==> config.mk <==
export PLATFORM = sky130hd
export DESIGN_NAME = demux1_2_skid_flat
export DESIGN_NICKNAME = d
export VERILOG_FILES = /design/src/rtl/mips16_pkg.sv /design/src/rtl/demux1_2_skid_if.sv /design/src/rtl/skid_buf.sv /design/src/rtl/demux1_2_skid.sv /design/src/flat_wrapper.sv
export SDC_FILE = /design/constraint.sdc
export NUM_CORES = 1
export LEC_CHECK = 0
export BUFFER_PORTS_ARGS = -buffer_cell sky130_fd_sc_hd__buf_4
export CAP_MARGIN = 5
export CORE_MARGIN = 4
export CORE_UTILIZATION = 44
export DETAILED_ROUTE_END_ITERATION = 16
export PLACE_DENSITY = 0.66
export SYNTH_ARGS = -nofsm -noshare
export SYNTH_HDL_FRONTEND = slang
export SYNTH_SLANG_ARGS = --single-unit
==> constraint.sdc <==
create_clock -name clk -period 2.1 [get_ports clk]
set_input_delay 0.21 -clock clk [delete_from_list [all_inputs] [get_ports clk]]
set_output_delay 0.21 -clock clk [all_outputs]
set_load 0.02 [all_outputs]
==> src/rtl/mips16_pkg.sv <==
// Shared mips16 datapath types: data width, demux destination encoding and
// the per-channel buffer occupancy used by the write-back demultiplexer.
package mips16_pkg;

    localparam int DATA_W = 16;

    typedef enum logic {
        DST_A = 1'b0,
        DST_B = 1'b1
    } demux_dst_e;

    // Encoded value equals the number of beats held (main + skid).
    typedef enum logic [1:0] {
        OCC_EMPTY = 2'd0,
        OCC_ONE   = 2'd1,
        OCC_FULL  = 2'd2
    } occ_e;

    function automatic logic occ_can_accept(input occ_e occ);
        return (occ != OCC_FULL);
    endfunction

endpackage

==> src/rtl/demux1_2_skid_if.sv <==
// Handshake bundle of the 1:2 demux: one input stream, two output channels,
// busy flag and per-channel occupancy for observation.
interface demux1_2_skid_if
    import mips16_pkg::*;
#(
    parameter int WIDTH = DATA_W
);

    // Valid/ready rule on every stream: a beat transfers on a rising clock
    // edge where valid & ready; once valid is raised it stays high with
    // stable payload (and in_sel) until that transfer happens.
    logic             in_valid;
    logic             in_ready;
    logic             in_sel;
    logic [WIDTH-1:0] in_data;

    logic             outa_valid;
    logic             outa_ready;
    logic [WIDTH-1:0] outa_data;

    logic             outb_valid;
    logic             outb_ready;
    logic [WIDTH-1:0] outb_data;

    logic             busy;
    occ_e             occ_a;
    occ_e             occ_b;

    modport master (
        output in_valid, in_sel, in_data, outa_ready, outb_ready,
        input  in_ready, outa_valid, outa_data, outb_valid, outb_data,
        input  busy, occ_a, occ_b
    );

    modport slave (
        input  in_valid, in_sel, in_data, outa_ready, outb_ready,
        output in_ready, outa_valid, outa_data, outb_valid, outb_data,
        output busy, occ_a, occ_b
    );

endinterface

==> src/rtl/skid_buf.sv <==
// One output channel: 2-entry (main + skid) buffer. in_ready depends only on
// registered occupancy, so downstream ready never reaches the input path.
module skid_buf
    import mips16_pkg::*;
#(
    parameter int WIDTH = DATA_W
) (
    input  logic             clk,
    input  logic             rst_n,
    input  logic             in_valid,
    output logic             in_ready,
    input  logic [WIDTH-1:0] in_data,
    output logic             out_valid,
    input  logic             out_ready,
    output logic [WIDTH-1:0] out_data,
    output occ_e             occ
);

    occ_e             state_q;
    occ_e             state_d;
    logic [WIDTH-1:0] main_q;
    logic [WIDTH-1:0] skid_q;
    logic             acc;
    logic             drn;
    logic             load_main;
    logic             load_skid;
    logic             pop_skid;

    assign in_ready  = occ_can_accept(state_q);
    assign out_valid = (state_q != OCC_EMPTY);
    assign out_data  = main_q;
    assign occ       = state_q;

    assign acc = in_valid & in_ready;
    assign drn = out_valid & out_ready;

    always_ff @(posedge clk or negedge rst_n) begin
        if (!rst_n) begin
            state_q <= OCC_EMPTY;
        end else begin
            state_q <= state_d;
        end
    end

    always_comb begin
        state_d   = state_q;
        load_main = 1'b0;
        load_skid = 1'b0;
        pop_skid  = 1'b0;
        unique case (state_q)
            OCC_EMPTY: begin
                if (acc) begin
                    state_d   = OCC_ONE;
                    load_main = 1'b1;
                end
            end
            OCC_ONE: begin
                // Accept with drain is a pass-through: main is replaced, skid unused.
                if (acc && drn) begin
                    load_main = 1'b1;
                end else if (acc) begin
                    state_d   = OCC_FULL;
                    load_skid = 1'b1;
                end else if (drn) begin
                    state_d = OCC_EMPTY;
                end
            end
            OCC_FULL: begin
                if (drn) begin
                    state_d  = OCC_ONE;
                    pop_skid = 1'b1;
                end
            end
            default: begin
                state_d = OCC_EMPTY;
            end
        endcase
    end

    // main_q keeps its last value when the channel empties.
    always_ff @(posedge clk or negedge rst_n) begin
        if (!rst_n) begin
            main_q <= '0;
            skid_q <= '0;
        end else begin
            if (load_main) begin
                main_q <= in_data;
            end else if (pop_skid) begin
                main_q <= skid_q;
            end
            if (load_skid) begin
                skid_q <= in_data;
            end
        end
    end

    a_out_hold: assert property (
        @(posedge clk) disable iff (!rst_n)
        out_valid && !out_ready |=> out_valid && $stable(out_data)
    );

endmodule

==> src/rtl/demux1_2_skid.sv <==
// 1:2 streaming demux: routes each input beat to channel A or B by in_sel,
// each channel buffered by its own skid_buf.
module demux1_2_skid
    import mips16_pkg::*;
#(
    parameter int WIDTH = DATA_W
) (
    input  logic            clk,
    input  logic            rst_n,
    demux1_2_skid_if.slave  bus
);

    demux_dst_e dst;
    logic       rdy_a;
    logic       rdy_b;
    logic       acc_a;
    logic       acc_b;

    assign dst = demux_dst_e'(bus.in_sel);

    // A full channel only blocks beats addressed to it.
    assign bus.in_ready = (dst == DST_B) ? rdy_b : rdy_a;

    assign acc_a = bus.in_valid & bus.in_ready & (dst == DST_A);
    assign acc_b = bus.in_valid & bus.in_ready & (dst == DST_B);

    assign bus.busy = bus.outa_valid | bus.outb_valid;

    skid_buf #(
        .WIDTH (WIDTH)
    ) u_chan_a (
        .clk       (clk),
        .rst_n     (rst_n),
        .in_valid  (acc_a),
        .in_ready  (rdy_a),
        .in_data   (bus.in_data),
        .out_valid (bus.outa_valid),
        .out_ready (bus.outa_ready),
        .out_data  (bus.outa_data),
        .occ       (bus.occ_a)
    );

    skid_buf #(
        .WIDTH (WIDTH)
    ) u_chan_b (
        .clk       (clk),
        .rst_n     (rst_n),
        .in_valid  (acc_b),
        .in_ready  (rdy_b),
        .in_data   (bus.in_data),
        .out_valid (bus.outb_valid),
        .out_ready (bus.outb_ready),
        .out_data  (bus.outb_data),
        .occ       (bus.occ_b)
    );

    a_in_hold: assert property (
        @(posedge clk) disable iff (!rst_n)
        bus.in_valid && !bus.in_ready |=>
            bus.in_valid && $stable(bus.in_sel) && $stable(bus.in_data)
    );

endmodule

==> src/flat_wrapper.sv <==
// flat-port wrapper written by rule: the top's interface ports become plain ports
module demux1_2_skid_flat import mips16_pkg::*;
#(
    parameter int WIDTH = DATA_W
)
  (clk, rst_n, bus_in_valid, bus_in_sel, bus_in_data, bus_outa_ready, bus_outb_ready, bus_in_ready, bus_outa_valid, bus_outa_data, bus_outb_valid, bus_outb_data, bus_busy, bus_occ_a, bus_occ_b);
  demux1_2_skid_if #(.WIDTH(WIDTH)) bus_i ();
  input  logic clk;
  input  logic rst_n;
  input wire logic [$bits(bus_i.in_valid)-1:0] bus_in_valid;
  input wire logic [$bits(bus_i.in_sel)-1:0] bus_in_sel;
  input wire logic [$bits(bus_i.in_data)-1:0] bus_in_data;
  input wire logic [$bits(bus_i.outa_ready)-1:0] bus_outa_ready;
  input wire logic [$bits(bus_i.outb_ready)-1:0] bus_outb_ready;
  output wire logic [$bits(bus_i.in_ready)-1:0] bus_in_ready;
  output wire logic [$bits(bus_i.outa_valid)-1:0] bus_outa_valid;
  output wire logic [$bits(bus_i.outa_data)-1:0] bus_outa_data;
  output wire logic [$bits(bus_i.outb_valid)-1:0] bus_outb_valid;
  output wire logic [$bits(bus_i.outb_data)-1:0] bus_outb_data;
  output wire logic [$bits(bus_i.busy)-1:0] bus_busy;
  output wire logic [$bits(bus_i.occ_a)-1:0] bus_occ_a;
  output wire logic [$bits(bus_i.occ_b)-1:0] bus_occ_b;
  assign bus_i.in_valid = bus_in_valid;
  assign bus_i.in_sel = bus_in_sel;
  assign bus_i.in_data = bus_in_data;
  assign bus_i.outa_ready = bus_outa_ready;
  assign bus_i.outb_ready = bus_outb_ready;
  assign bus_in_ready = bus_i.in_ready;
  assign bus_outa_valid = bus_i.outa_valid;
  assign bus_outa_data = bus_i.outa_data;
  assign bus_outb_valid = bus_i.outb_valid;
  assign bus_outb_data = bus_i.outb_data;
  assign bus_busy = bus_i.busy;
  assign bus_occ_a = bus_i.occ_a;
  assign bus_occ_b = bus_i.occ_b;
  demux1_2_skid #(.WIDTH(WIDTH)) u_core (.clk(clk), .rst_n(rst_n), .bus(bus_i));
endmodule
==> results.yml <==
outcome:
  outcome: "complete, no violations"
worst_setup_path:
  worstSetupPathType: "flop to primary output"
  path_max_fanout: 8
  timing.critical_path.to_type: "primary output"
  cp_common_cell: "sky130_fd_sc_hd__or2_2"
  worst_setup_path_start_kind: "flop"
  crit_path_max_incr_delay_ns: 0.50
  timing.critical_path.cells: "or2_2 > or2_2 > buf_4"
  cp_data_required_time_ns: 1.89
  cp_slowest_cell: "sky130_fd_sc_hd__dfrtp_1"
  critPathArrivalTime_ns: 1.61
cts:
  clock_tree.root_cell: "sky130_fd_sc_hd__clkbuf_8"
  worst_skew_pair.late_latency_ns: 0.34
  cts_resized: 0
  cts_buffer_depth: 2
  numCtsBuffers: 9
  clkSinkCount: 68
  clk_transition_reported_paths_ns: 0.07
  hold_buffers: 1
  cts-htree-levels: 3
  cts_tree: "built"
  buffers_inserted_during_post_cts_setup_optimization: 0
sta:
  min_tclk_post_route_ns: 1.82
  timing.max_slew.rel_slack: 0.688
  setup_slack_ns: 0.283
  rsz0062_at_grt: "no"
  finalSetupViolCount: 0
  timing_worst_slew_pin_value_ns: 0.465
  maxClockFrequency_ghz: 0.550
  final-hold-violation-count: 0
  setup_total_negative_slack_ns: 0
  holdWs_ns: 0.130
  timing.final.max_slew_violations: 0
  final_cycle_utilization_of_the_critical_path: 0.865
  post_route_skew_ns: 0.0108
global_route:
  antenna_found_initial: 0
  wire_length_of_the_first_global_routing_pass_um: 9300
  grt_usage: 0.145
  globalRoute.totalOverflow: 0
  first_global_vias: 1824
  grt_max_degree: 69
final_layout:
  syn_to_final_growth_pct: 24.2
  multiInputGateArea_um2: 1310
  design_area_um2: 3840
  num-nets-final: 289
  n_antenna_cell: 0
  final_layout_size_suffix_gt1_frac: 0.680
  finish.utilization: 0.565
  sequential_cell_area_um2: 1700
  fill_cells: 585
power:
  power-per-cell-area_nw_per_um2: 1130
  p_leak_nw: 1.79
  ir_drop_uv: 607
synth:
  ys_seq_elements: 68
  synth_top_area_frac: 0.551
  synth_enable_flop_cells: 0
  yosys.cell_types.count: 27
  synth-seq-area-share: 0.551
  synth.cell_area_um2: 3090
  yosys.area.top_type: "sky130_fd_sc_hd__dfrtp_1"
  ys_warn_count: 0
  synth_commonest_cells: "86 x sky130_fd_sc_hd__mux2_2, 68 x sky130_fd_sc_hd__dfrtp_1, 10 x sky130_fd_sc_hd__mux2_4"
  yosysMostFrequentCell: "sky130_fd_sc_hd__mux2_2"
  average_instance_area_after_synthesis_um2: 15.5
  synthCells: 199
  synth.area.top_cells: "sky130_fd_sc_hd__dfrtp_1 55%, sky130_fd_sc_hd__mux2_2 31%, sky130_fd_sc_hd__mux2_4 4.9%"
  postSynth.asyncResetShare: 1.00
  syn_nets: 221
  synth_ff_type: "sky130_fd_sc_hd__dfrtp_1"
detailed_routing:
  dr_total_vias: 1804
  detail_route.first_pass.iterations: 4
  viasPerCell: 4.90
  route.antenna.remaining_nets: 0
  post-route-drc-count: 0
  wl_per_cell_um: 15.5
  finalWirelength_um: 5710
  drt_iter0_drc: 52
placement:
  place_congestion: 0.743
  detailedPlacementHpwl_um: 3850
  port_buffers: 61
  place_ws_ns: 0.359
  placement.cell_area_um2: 3640
floorplanning:
  chipWidth_um: 91.8
  top_level_ports: 62
  placement_rows: 30
  die_y_um: 91.8
  core_region_area_um2: 6790
  floorplan.die_area_um2: 8430
  initial_utilization: 0.455
flow_run:
  max_cap_violations: 0
worst_hold_path:
  worstHoldPathType: "primary input to flop"
logic make-up after synthesis:
kind of cell / after synthesis / synth area share
buf+inv: 11 / 0.0275
mux: 97 / 0.365
flops: 68 / 0.551
simple gates: 16 / 0.0417
xor+xnor: 1 / 0.00284
compound gates: 6 / 0.0117
cell type report:
type                            count  area share
Multi-Input combinational cell    120       0.341
Tap cell                           96      0.0313
Clock inverter                      3     0.00522
Inverter                            2     0.00196
Clock buffer                       13      0.0440
Timing Repair Buffer               66       0.133
Sequential cell                    68       0.443
power by group:
part	leakage, nW	switching, mW	total (mW)	internal, mW
Sequential	0.818	0.224	1.97	1.75
Combinational	0.880	0.575	1.38	0.805
Clock	0.0917	0.469	0.993	0.524
Total	1.79	1.27	4.34	3.07
state kept, by name, summed over array words and instances (netlist names):
signal	count
u_core.u_chan_b.occ	2
u_core.u_chan_a.out_data	16
u_core.u_chan_b.out_data	16
u_core.u_chan_a.occ	2
u_core.u_chan_b.skid_q	16
u_core.u_chan_a.skid_q	16
path summary, 6_finish.rpt:
check | from | endpoint | slack, ns | depth (start not counted)
max | u_core.u_chan_b.occ[1] | bus_busy | 0.28 | 3
min | bus_outa_ready | u_core.u_chan_a.occ[1] | 0.13 | 2
max reg2reg | u_core.u_chan_a.occ[1] | u_core.u_chan_a.skid_q[5] | 0.35 | 3
min reg2reg | u_core.u_chan_a.skid_q[11] | u_core.u_chan_a.skid_q[11] | 0.50 | 1
max in group asynchronous | rst_n | u_core.u_chan_a.skid_q[5] | 1.38 | 3
min in group asynchronous | rst_n | u_core.u_chan_b.skid_q[10] | 0.41 | 3
critical path: cells and delay by family, from the launching register on:
kind	cells	cell delay, ns
flops	1	0.50
buf+inv	1	0.16
simple gates	2	0.62
metal layers:
metal  global-route usage  vias to the layer above  wire, µm
li1                     -                      847         -
met1                0.185                      911      2590
met2                0.229                       37      2770
met3               0.0295                        9       207
met4               0.0854                        0       144
met5                    0                        -         0
through the flow:
step	cells	power, mW
finish	368	4.34
global route	368	4.61
CTS	368	4.41
detailed placement	351	3.40
global placement	351	3.36
floorplan	199	2.87
placed cells by master, fill, tap and decap left out, types with 2 or more instances in the layout:
cell type,instances
sky130_fd_sc_hd__clkbuf_8,12
sky130_fd_sc_hd__or2_2,3
sky130_fd_sc_hd__inv_1,2
sky130_fd_sc_hd__dfrtp_1,68
sky130_fd_sc_hd__clkinvlp_4,2
sky130_fd_sc_hd__mux2_4,10
sky130_fd_sc_hd__o21ai_0,2
sky130_fd_sc_hd__buf_4,64
sky130_fd_sc_hd__nand2b_1,3
sky130_fd_sc_hd__mux2_2,86
(Power assumes the default switching activity.)
